<file path="config.mk">
export PLATFORM = sky130hd
export DESIGN_NAME = reg_file_pipe_flat
export DESIGN_NICKNAME = d
export VERILOG_FILES = /design/src/rtl/reg_file_pkg.sv /design/src/rtl/reg_file_if.sv /design/src/rtl/reg_file_rd_pipe.sv /design/src/rtl/reg_file_pipe.sv /design/src/flat_wrapper.sv
export SDC_FILE = /design/constraint.sdc
export NUM_CORES = 1
export LEC_CHECK = 0
export ABC_AREA = 0
export ABC_CLOCK_PERIOD_IN_PS = 2100
export CAP_MARGIN = 20
export CORE_UTILIZATION = 50
export DETAILED_ROUTE_END_ITERATION = 6
export GPL_ROUTABILITY_DRIVEN = 0
export HOLD_SLACK_MARGIN = 0.06
export PLACE_DENSITY = 0.7
export SYNTH_ARGS = -nofsm -noshare
export SYNTH_HDL_FRONTEND = slang
export SYNTH_SLANG_ARGS = --single-unit
</file>
<file path="constraint.sdc">
create_clock -name CLK -period 2.1 [get_ports CLK]
set_input_delay 0.42 -clock CLK [delete_from_list [all_inputs] [get_ports CLK]]
set_output_delay 0.42 -clock CLK [all_outputs]
set_load 0.01 [all_outputs]
</file>
<file path="src/rtl/reg_file_pkg.sv">
// reg_file_pkg: shared command encoding, latency check and default reset image
package reg_file_pkg;

   typedef enum logic [1:0] {
      IDLE    = 2'b00,
      WRITE   = 2'b01,
      READ    = 2'b10,
      ILLEGAL = 2'b11
   } cmd_e;

   localparam int MAX_IMG_W = 4096;

   function automatic cmd_e decode(logic wr_en, logic rd_en);
      return cmd_e'({rd_en, wr_en});
   endfunction

   function automatic bit rd_lat_ok(int lat);
      return lat == 1 || lat == 2;
   endfunction

   function automatic logic [MAX_IMG_W-1:0] default_rst_vals(int data_w);
      logic [MAX_IMG_W-1:0] v;
      v = '0;
      v[2*data_w +: 8] = 8'h81;
      v[3*data_w +: 8] = 8'h20;
      return v;
   endfunction

endpackage

</file>
<file path="src/rtl/reg_file_if.sv">
// reg_file_if: command/response bus between the decoder and the register file
interface reg_file_if #(
   parameter int DATA_W  = 8,
   parameter int ADDR_W  = 4,
   parameter int NUM_CFG = 4
);
   logic                      Addr_En;
   logic [ADDR_W-1:0]         Address;
   logic                      WrEn;
   logic                      RdEn;
   logic [DATA_W-1:0]         WrData;
   logic [DATA_W-1:0]         WrMask;
   logic                      Lock;
   logic [DATA_W-1:0]         RdData;
   logic                      RdData_Valid;
   logic                      Err;
   logic [NUM_CFG*DATA_W-1:0] CFG_Regs;

   modport master (
      output Addr_En, Address, WrEn, RdEn, WrData, WrMask, Lock,
      input  RdData, RdData_Valid, Err, CFG_Regs
   );

   modport slave (
      input  Addr_En, Address, WrEn, RdEn, WrData, WrMask, Lock,
      output RdData, RdData_Valid, Err, CFG_Regs
   );
endinterface

</file>
<file path="src/rtl/reg_file_rd_pipe.sv">
// reg_file_rd_pipe: 1- or 2-stage delay line for read data, valid and error
module reg_file_rd_pipe #(
   parameter int DATA_W = 8,
   parameter int LAT    = 1
) (
   input  logic              CLK,
   input  logic              RST,
   input  logic              in_v,
   input  logic              in_e,
   input  logic [DATA_W-1:0] in_d,
   output logic              out_v,
   output logic              out_e,
   output logic [DATA_W-1:0] out_d
);
   logic [LAT-1:0]        v_q, e_q, v_in, e_in;
   logic [LAT*DATA_W-1:0] d_q, d_in;

   assign v_in  = LAT'({v_q, in_v});
   assign e_in  = LAT'({e_q, in_v & in_e});
   assign d_in  = (LAT*DATA_W)'({d_q, in_d});
   assign out_v = v_q[LAT-1];
   assign out_e = e_q[LAT-1];
   assign out_d = d_q[(LAT-1)*DATA_W +: DATA_W];

   // shift valid/err every cycle; each data stage only loads when a read passes, so the output holds the last read
   always_ff @(posedge CLK) begin
      if (RST) begin
         v_q <= '0;
         e_q <= '0;
         d_q <= '0;
      end else begin
         v_q <= v_in;
         e_q <= e_in;
         for (int i = 0; i < LAT; i++)
            if (v_in[i]) d_q[i*DATA_W +: DATA_W] <= d_in[i*DATA_W +: DATA_W];
      end
   end
endmodule

</file>
<file path="src/rtl/reg_file_pipe.sv">
// reg_file_pipe: masked, lockable register file with latched address and pipelined reads
module reg_file_pipe
   import reg_file_pkg::*;
#(
   parameter int DATA_W  = 8,
   parameter int DEPTH   = 16,
   parameter int ADDR_W  = 4,
   parameter int NUM_CFG = 4,
   parameter int RD_LAT  = 1,
   parameter logic [DEPTH*DATA_W-1:0] RST_VALS = (DEPTH*DATA_W)'(default_rst_vals(DATA_W))
) (
   input logic       CLK,
   input logic       RST,
   reg_file_if.slave bus
);
   localparam logic [ADDR_W:0] DEPTH_L = (ADDR_W+1)'(DEPTH);
   localparam logic [ADDR_W:0] NCFG_L  = (ADDR_W+1)'(NUM_CFG);

   if (!rd_lat_ok(RD_LAT)) begin : g_bad_lat
      $error("reg_file_pipe: RD_LAT must be 1 or 2");
   end

   logic [ADDR_W-1:0] addr_q;
   logic [DATA_W-1:0] mem [DEPTH];
   logic [DATA_W-1:0] rd_data;
   logic              in_range, locked, wr_err_q, rd_err;
   cmd_e              cmd;

   assign cmd      = decode(bus.WrEn, bus.RdEn);
   assign in_range = {1'b0, addr_q} < DEPTH_L;
   assign locked   = bus.Lock && ({1'b0, addr_q} < NCFG_L);
   assign rd_data  = in_range ? mem[addr_q] : '0;
   assign bus.Err  = wr_err_q | rd_err;

   // address register; commands in the same cycle still see the old value
   always_ff @(posedge CLK) begin
      if (RST) addr_q <= '0;
      else if (bus.Addr_En) addr_q <= bus.Address;
   end

   // storage with per-bit masked writes, rejected when out of range or locked
   always_ff @(posedge CLK) begin
      if (RST) begin
         for (int i = 0; i < DEPTH; i++) mem[i] <= RST_VALS[i*DATA_W +: DATA_W];
      end else if (cmd == WRITE && in_range && !locked) begin
         mem[addr_q] <= (mem[addr_q] & ~bus.WrMask) | (bus.WrData & bus.WrMask);
      end
   end

   // error pulse for conflicting commands and rejected writes, one cycle after issue
   always_ff @(posedge CLK) begin
      wr_err_q <= !RST && (cmd == ILLEGAL || (cmd == WRITE && (!in_range || locked)));
   end

   reg_file_rd_pipe #(.DATA_W(DATA_W), .LAT(RD_LAT)) u_rd_pipe (
      .CLK   (CLK),
      .RST   (RST),
      .in_v  (cmd == READ),
      .in_e  (!in_range),
      .in_d  (rd_data),
      .out_v (bus.RdData_Valid),
      .out_e (rd_err),
      .out_d (bus.RdData)
   );

   for (genvar k = 0; k < NUM_CFG; k++) begin : g_cfg
      assign bus.CFG_Regs[k*DATA_W +: DATA_W] = mem[k];
   end
endmodule
</file>
<file path="src/flat_wrapper.sv">
// flat-port wrapper written by rule: the top's interface ports become plain ports
module reg_file_pipe_flat import reg_file_pkg::*;
#(
   parameter int DATA_W  = 8,
   parameter int DEPTH   = 16,
   parameter int ADDR_W  = 4,
   parameter int NUM_CFG = 4,
   parameter int RD_LAT  = 1,
   parameter logic [DEPTH*DATA_W-1:0] RST_VALS = (DEPTH*DATA_W)'(default_rst_vals(DATA_W))
)
  (CLK, RST, bus_Addr_En, bus_Address, bus_WrEn, bus_RdEn, bus_WrData, bus_WrMask, bus_Lock, bus_RdData, bus_RdData_Valid, bus_Err, bus_CFG_Regs);
  reg_file_if #(.DATA_W(DATA_W), .ADDR_W(ADDR_W), .NUM_CFG(NUM_CFG)) bus_i ();
  input logic CLK;
  input logic RST;
  input wire logic [$bits(bus_i.Addr_En)-1:0] bus_Addr_En;
  input wire logic [$bits(bus_i.Address)-1:0] bus_Address;
  input wire logic [$bits(bus_i.WrEn)-1:0] bus_WrEn;
  input wire logic [$bits(bus_i.RdEn)-1:0] bus_RdEn;
  input wire logic [$bits(bus_i.WrData)-1:0] bus_WrData;
  input wire logic [$bits(bus_i.WrMask)-1:0] bus_WrMask;
  input wire logic [$bits(bus_i.Lock)-1:0] bus_Lock;
  output wire logic [$bits(bus_i.RdData)-1:0] bus_RdData;
  output wire logic [$bits(bus_i.RdData_Valid)-1:0] bus_RdData_Valid;
  output wire logic [$bits(bus_i.Err)-1:0] bus_Err;
  output wire logic [$bits(bus_i.CFG_Regs)-1:0] bus_CFG_Regs;
  assign bus_i.Addr_En = bus_Addr_En;
  assign bus_i.Address = bus_Address;
  assign bus_i.WrEn = bus_WrEn;
  assign bus_i.RdEn = bus_RdEn;
  assign bus_i.WrData = bus_WrData;
  assign bus_i.WrMask = bus_WrMask;
  assign bus_i.Lock = bus_Lock;
  assign bus_RdData = bus_i.RdData;
  assign bus_RdData_Valid = bus_i.RdData_Valid;
  assign bus_Err = bus_i.Err;
  assign bus_CFG_Regs = bus_i.CFG_Regs;
  reg_file_pipe #(.DATA_W(DATA_W), .DEPTH(DEPTH), .ADDR_W(ADDR_W), .NUM_CFG(NUM_CFG), .RD_LAT(RD_LAT), .RST_VALS(RST_VALS)) u_core (.CLK(CLK), .RST(RST), .bus(bus_i));
endmodule
</file>
==> implementation parameters <==
Parameter                              Value

Run status
  Result of the run ... finished clean

Detailed routing
  # DRC ... 0
  First DRT Iteration DRCs ... 390
  Number of search-and-repair iterations in the first detailed-routing pass ... 4
  DRT Wirelength ... 19.6 mm
  Antenna viol nets, final ... 0
  DR vias/cell ... 6.16
  Post-detailed-route wirelength per cell ... 23.0 um
  Count of vias placed by the detailed router ... 5237

Synth
  Synth Instances ... 533
  Area share of fa/ha/maj cells after synthesis ... 0%
  Count of unique library cells instantiated by Yosys ... 37
  Post-Synth Simple-Gate Area ... 7.79%
  Mux share of post-synthesis cell area ... 9.55%
  #FFs+latches synth ... 146
  Net Count, Synth ... 559
  Total number of yosys warnings ... 0
  Sequential element share of the synthesized area ... 59.0%
  Cell types occupying the most area after synthesis ... sky130_fd_sc_hd__edfxtp_1 (54%), sky130_fd_sc_hd__mux2i_1 (9.5%), sky130_fd_sc_hd__dfxtp_1 (5.1%)
  Avg Cell Area, Syn ... 13.4 um2
  Portion of synthesized cell area occupied by the leading cell type ... 53.9%
  Compound-cell area share of the yosys netlist ... 18.8%
  XOR/XNOR share of the synthesized area ... 0%
  Dominant combinational cell family by area after synthesis ... compound AO/OA/AOI/OAI gates
  Cell accounting for the most synthesized area ... sky130_fd_sc_hd__edfxtp_1
  Area of the mapped netlist ... 0.00713 mm2

Power and ir drop
  Max IR drop VDD ... 0.596 mV
  Total power density per cell area ... 794 mW/mm2
  Total Power ... 7.20 mW
  Leak pwr ... 3.17 nW

Flow run
  Max cap viols ... 0

Layout
  Final Net Count ... 683
  Fraction of layout cells with a size suffix above 1 ... 26.7%
  Area added between synthesis and finish ... 27.2%
  Number of antenna diodes ... 0
  Filler cell count in the final layout ... 1050
  Non-filler cells, final ... 850

Global routing
  First-pass GRT wire length ... 30.0 mm
  Pin count of the biggest net entering global routing ... 30
  Grt total ovfl ... 0
  Initial antenna violation count ... 0
  All-Layer GR Usage ... 28.4%
  Number of global-route vias before repair ... 5280

Floorplan
  Initial core utilization ... 51.4%
  Row count ... 43
  Top-level I/O count ... 68
  Total die area ... 0.0147 mm2
  Die X-Extent ... 121 um
  Die Height ... 121 um
  Area of the core region ... 0.0139 mm2

Setup path
  Top fanout value on the critical path ... 19
  Worst Setup Path Type ... reg -> reg
  Worst Setup End Kind ... flop
  CP Launch Type ... flop
  CP Data Arrival Time ... 2.18 ns
  Crit path required time ... 2.25 ns

STA
  Setup violations, final ... 0
  Part of the cycle the worst path needs ... 96.6%
  Worst Clk Skew ... 0.00845 ns
  Slew Limit Headroom ... 64.0%
  Maximum achievable frequency ... 0.493 GHz
  Worst Tran Pin Value ... 0.539 ns
  Number of failing hold endpoints at the final stage ... 0
  Final count of pins violating max slew ... 0
  Setup repair after global routing missed its margin ... false
  Final min period ... 2.03 ns
  Worst Hold Slack ... 0.493 ns
  Final setup margin ... 0.0713 ns

Clock tree
  Clock transition at path regs ... 0.06 ns
  Clock Tree Root ... sky130_fd_sc_hd__clkbuf_16
  CTS tree ... built
  Number of H-tree branching levels ... 4
  Sink count of the clock tree ... 146
  Cts-stage hold buffer count ... 0
  Number of CTS-inserted buffers ... 17
  Worst-Skew Late Latency ... 0.42 ns
  Buffer depth of the longest clock path ... 2

Min path
  Worst hold-check path type ... reg -> reg

Placement
  Place WS ... -0.114 ns
  Half-perimeter wire length after detailed placement ... 13.5 mm
  Count of buffers inserted at the top-level ports ... 67
  Placed cells ... 818
-- cell usage in the layout (no fill, tap or decap), types with 4 or more instances in the layout --
cell type,count
sky130_fd_sc_hd__and2_1,6
sky130_fd_sc_hd__clkinvlp_4,4
sky130_fd_sc_hd__a31oi_1,29
sky130_fd_sc_hd__nor2_1,18
sky130_fd_sc_hd__a21oi_2,27
sky130_fd_sc_hd__edfxtp_1,128
sky130_fd_sc_hd__nand3_1,7
sky130_fd_sc_hd__a221oi_2,14
sky130_fd_sc_hd__nand2_1,20
sky130_fd_sc_hd__a22oi_2,10
sky130_fd_sc_hd__buf_4,64
sky130_fd_sc_hd__clkbuf_16,17
sky130_fd_sc_hd__nand3_2,4
sky130_fd_sc_hd__a21oi_1,71
sky130_fd_sc_hd__a22oi_1,11
sky130_fd_sc_hd__dfxtp_1,17
sky130_fd_sc_hd__nand2b_1,17
sky130_fd_sc_hd__buf_12,14
sky130_fd_sc_hd__mux2i_1,68
sky130_fd_sc_hd__clkdlybuf4s50_1,67
sky130_fd_sc_hd__inv_1,7
sky130_fd_sc_hd__a211oi_1,5
sky130_fd_sc_hd__a31oi_2,7
-- logic make-up (layout without fill, tap and decap cells) --
| family | Yosys count | after routing |
|---|---|---|
| buffers and inverters | 48 | 185 |
| flip-flops | 146 | 146 |
| AO/OA/AOI/OAI | 177 | 177 |
| AND/OR/NAND/NOR | 94 | 94 |
| multiplexers | 68 | 68 |
-- worst max-delay path: stages, from the launching register on --
cell	delay [ns]
sky130_fd_sc_hd__dfxtp_4	0.43
sky130_fd_sc_hd__buf_12	0.21
sky130_fd_sc_hd__mux2i_1	0.31
sky130_fd_sc_hd__a22oi_1	0.21
sky130_fd_sc_hd__a31oi_2	0.23
sky130_fd_sc_hd__buf_6	0.23
sky130_fd_sc_hd__a21oi_1	0.11
-- synthesized netlist by cell type, drive strengths merged --
cell type / number
edfxtp: 128
a21oi: 98
mux2i: 68
a31oi: 36
buf: 32
a22oi: 21
nand2: 20
dfxtp: 18
nor2: 18
nand2b: 17
a221oi: 14
nand3: 11
clkbuf: 9
and2: 7
inv: 7
a211oi: 5
nand3b: 5
nor2b: 4
a311oi: 3
nor3b: 3
nand4: 2
nand4b: 2
nor3: 2
and3b: 1
nor4: 1
nor4b: 1
-- worst paths after layout --
| kind | from | slack (ns) | end | depth (start not counted) |
|---|---|---|---|---|
| worst max-delay path | flop | 0.07 | u_core.mem[7][2] | 6 |
| worst min-delay path | u_core.u_rd_pipe.out_d[3] | 0.49 | u_core.u_rd_pipe.out_d[3] | 2 |
| worst max register to register | flop | 0.07 | u_core.mem[7][2] | 6 |
| worst min register to register | u_core.u_rd_pipe.out_d[3] | 0.49 | u_core.u_rd_pipe.out_d[3] | 2 |
-- layer usage --
layer  part of all wire (%)  vias up  track usage, %  wire [um]
met5                      0        -               0          0
met4                    2.9        0            12.0        568
met3                    6.7       49            5.50       1320
met2                     51      256            47.6       9940
met1                     40     2595            35.7       7730
li1                       -     2337               -          -
-- sequential cells by signal, summed over array words and instances, names as in the netlist, named ones only --
signal                  cells
u_core.addr_q               4
u_core.mem                128
u_core.u_rd_pipe.out_d      8
u_core.u_rd_pipe.out_v      1
u_core.wr_err_q             1
-- power breakdown --
group | total, mW | internal, mW | switching [mW]
clock network | 2.96 | 1.83 | 1.13
logic | 0.925 | 0.391 | 0.534
registers | 3.32 | 3.26 | 0.0609
total | 7.20 | 5.48 | 1.72
-- final cells by class --
cell class	count	area, um2	area share, %
Clock buffer	22	474	5.23
Clock inverter	10	109	1.20
Inverter	7	26.3	0.290
Multi-Input combinational cell	339	2580	28.5
Sequential cell	146	4210	46.4
Tap cell	180	225	2.48
Timing Repair Buffer	146	1440	15.9
-- per-stage QoR --
| step | instance area [um2] | util (%) | setup TNS, ns |
|---|---|---|---|
| after floorplan | 7130 | - | 0 |
| after global placement | 8480 | 61.1 | -1.43 |
| after detailed placement | 8480 | 61.1 | -2.58 |
| after CTS | 9060 | 65.3 | 0 |
| after global routing | 9070 | 65.3 | 0 |
| final | 9070 | 65.3 | 0 |
-- repair_timing --
item / in CTS / in global routing
setup endpoints to repair: 0 / 3
buffers inserted: 0 / 0
resized for setup: 0 / 1
(Power assumes the default switching activity.)
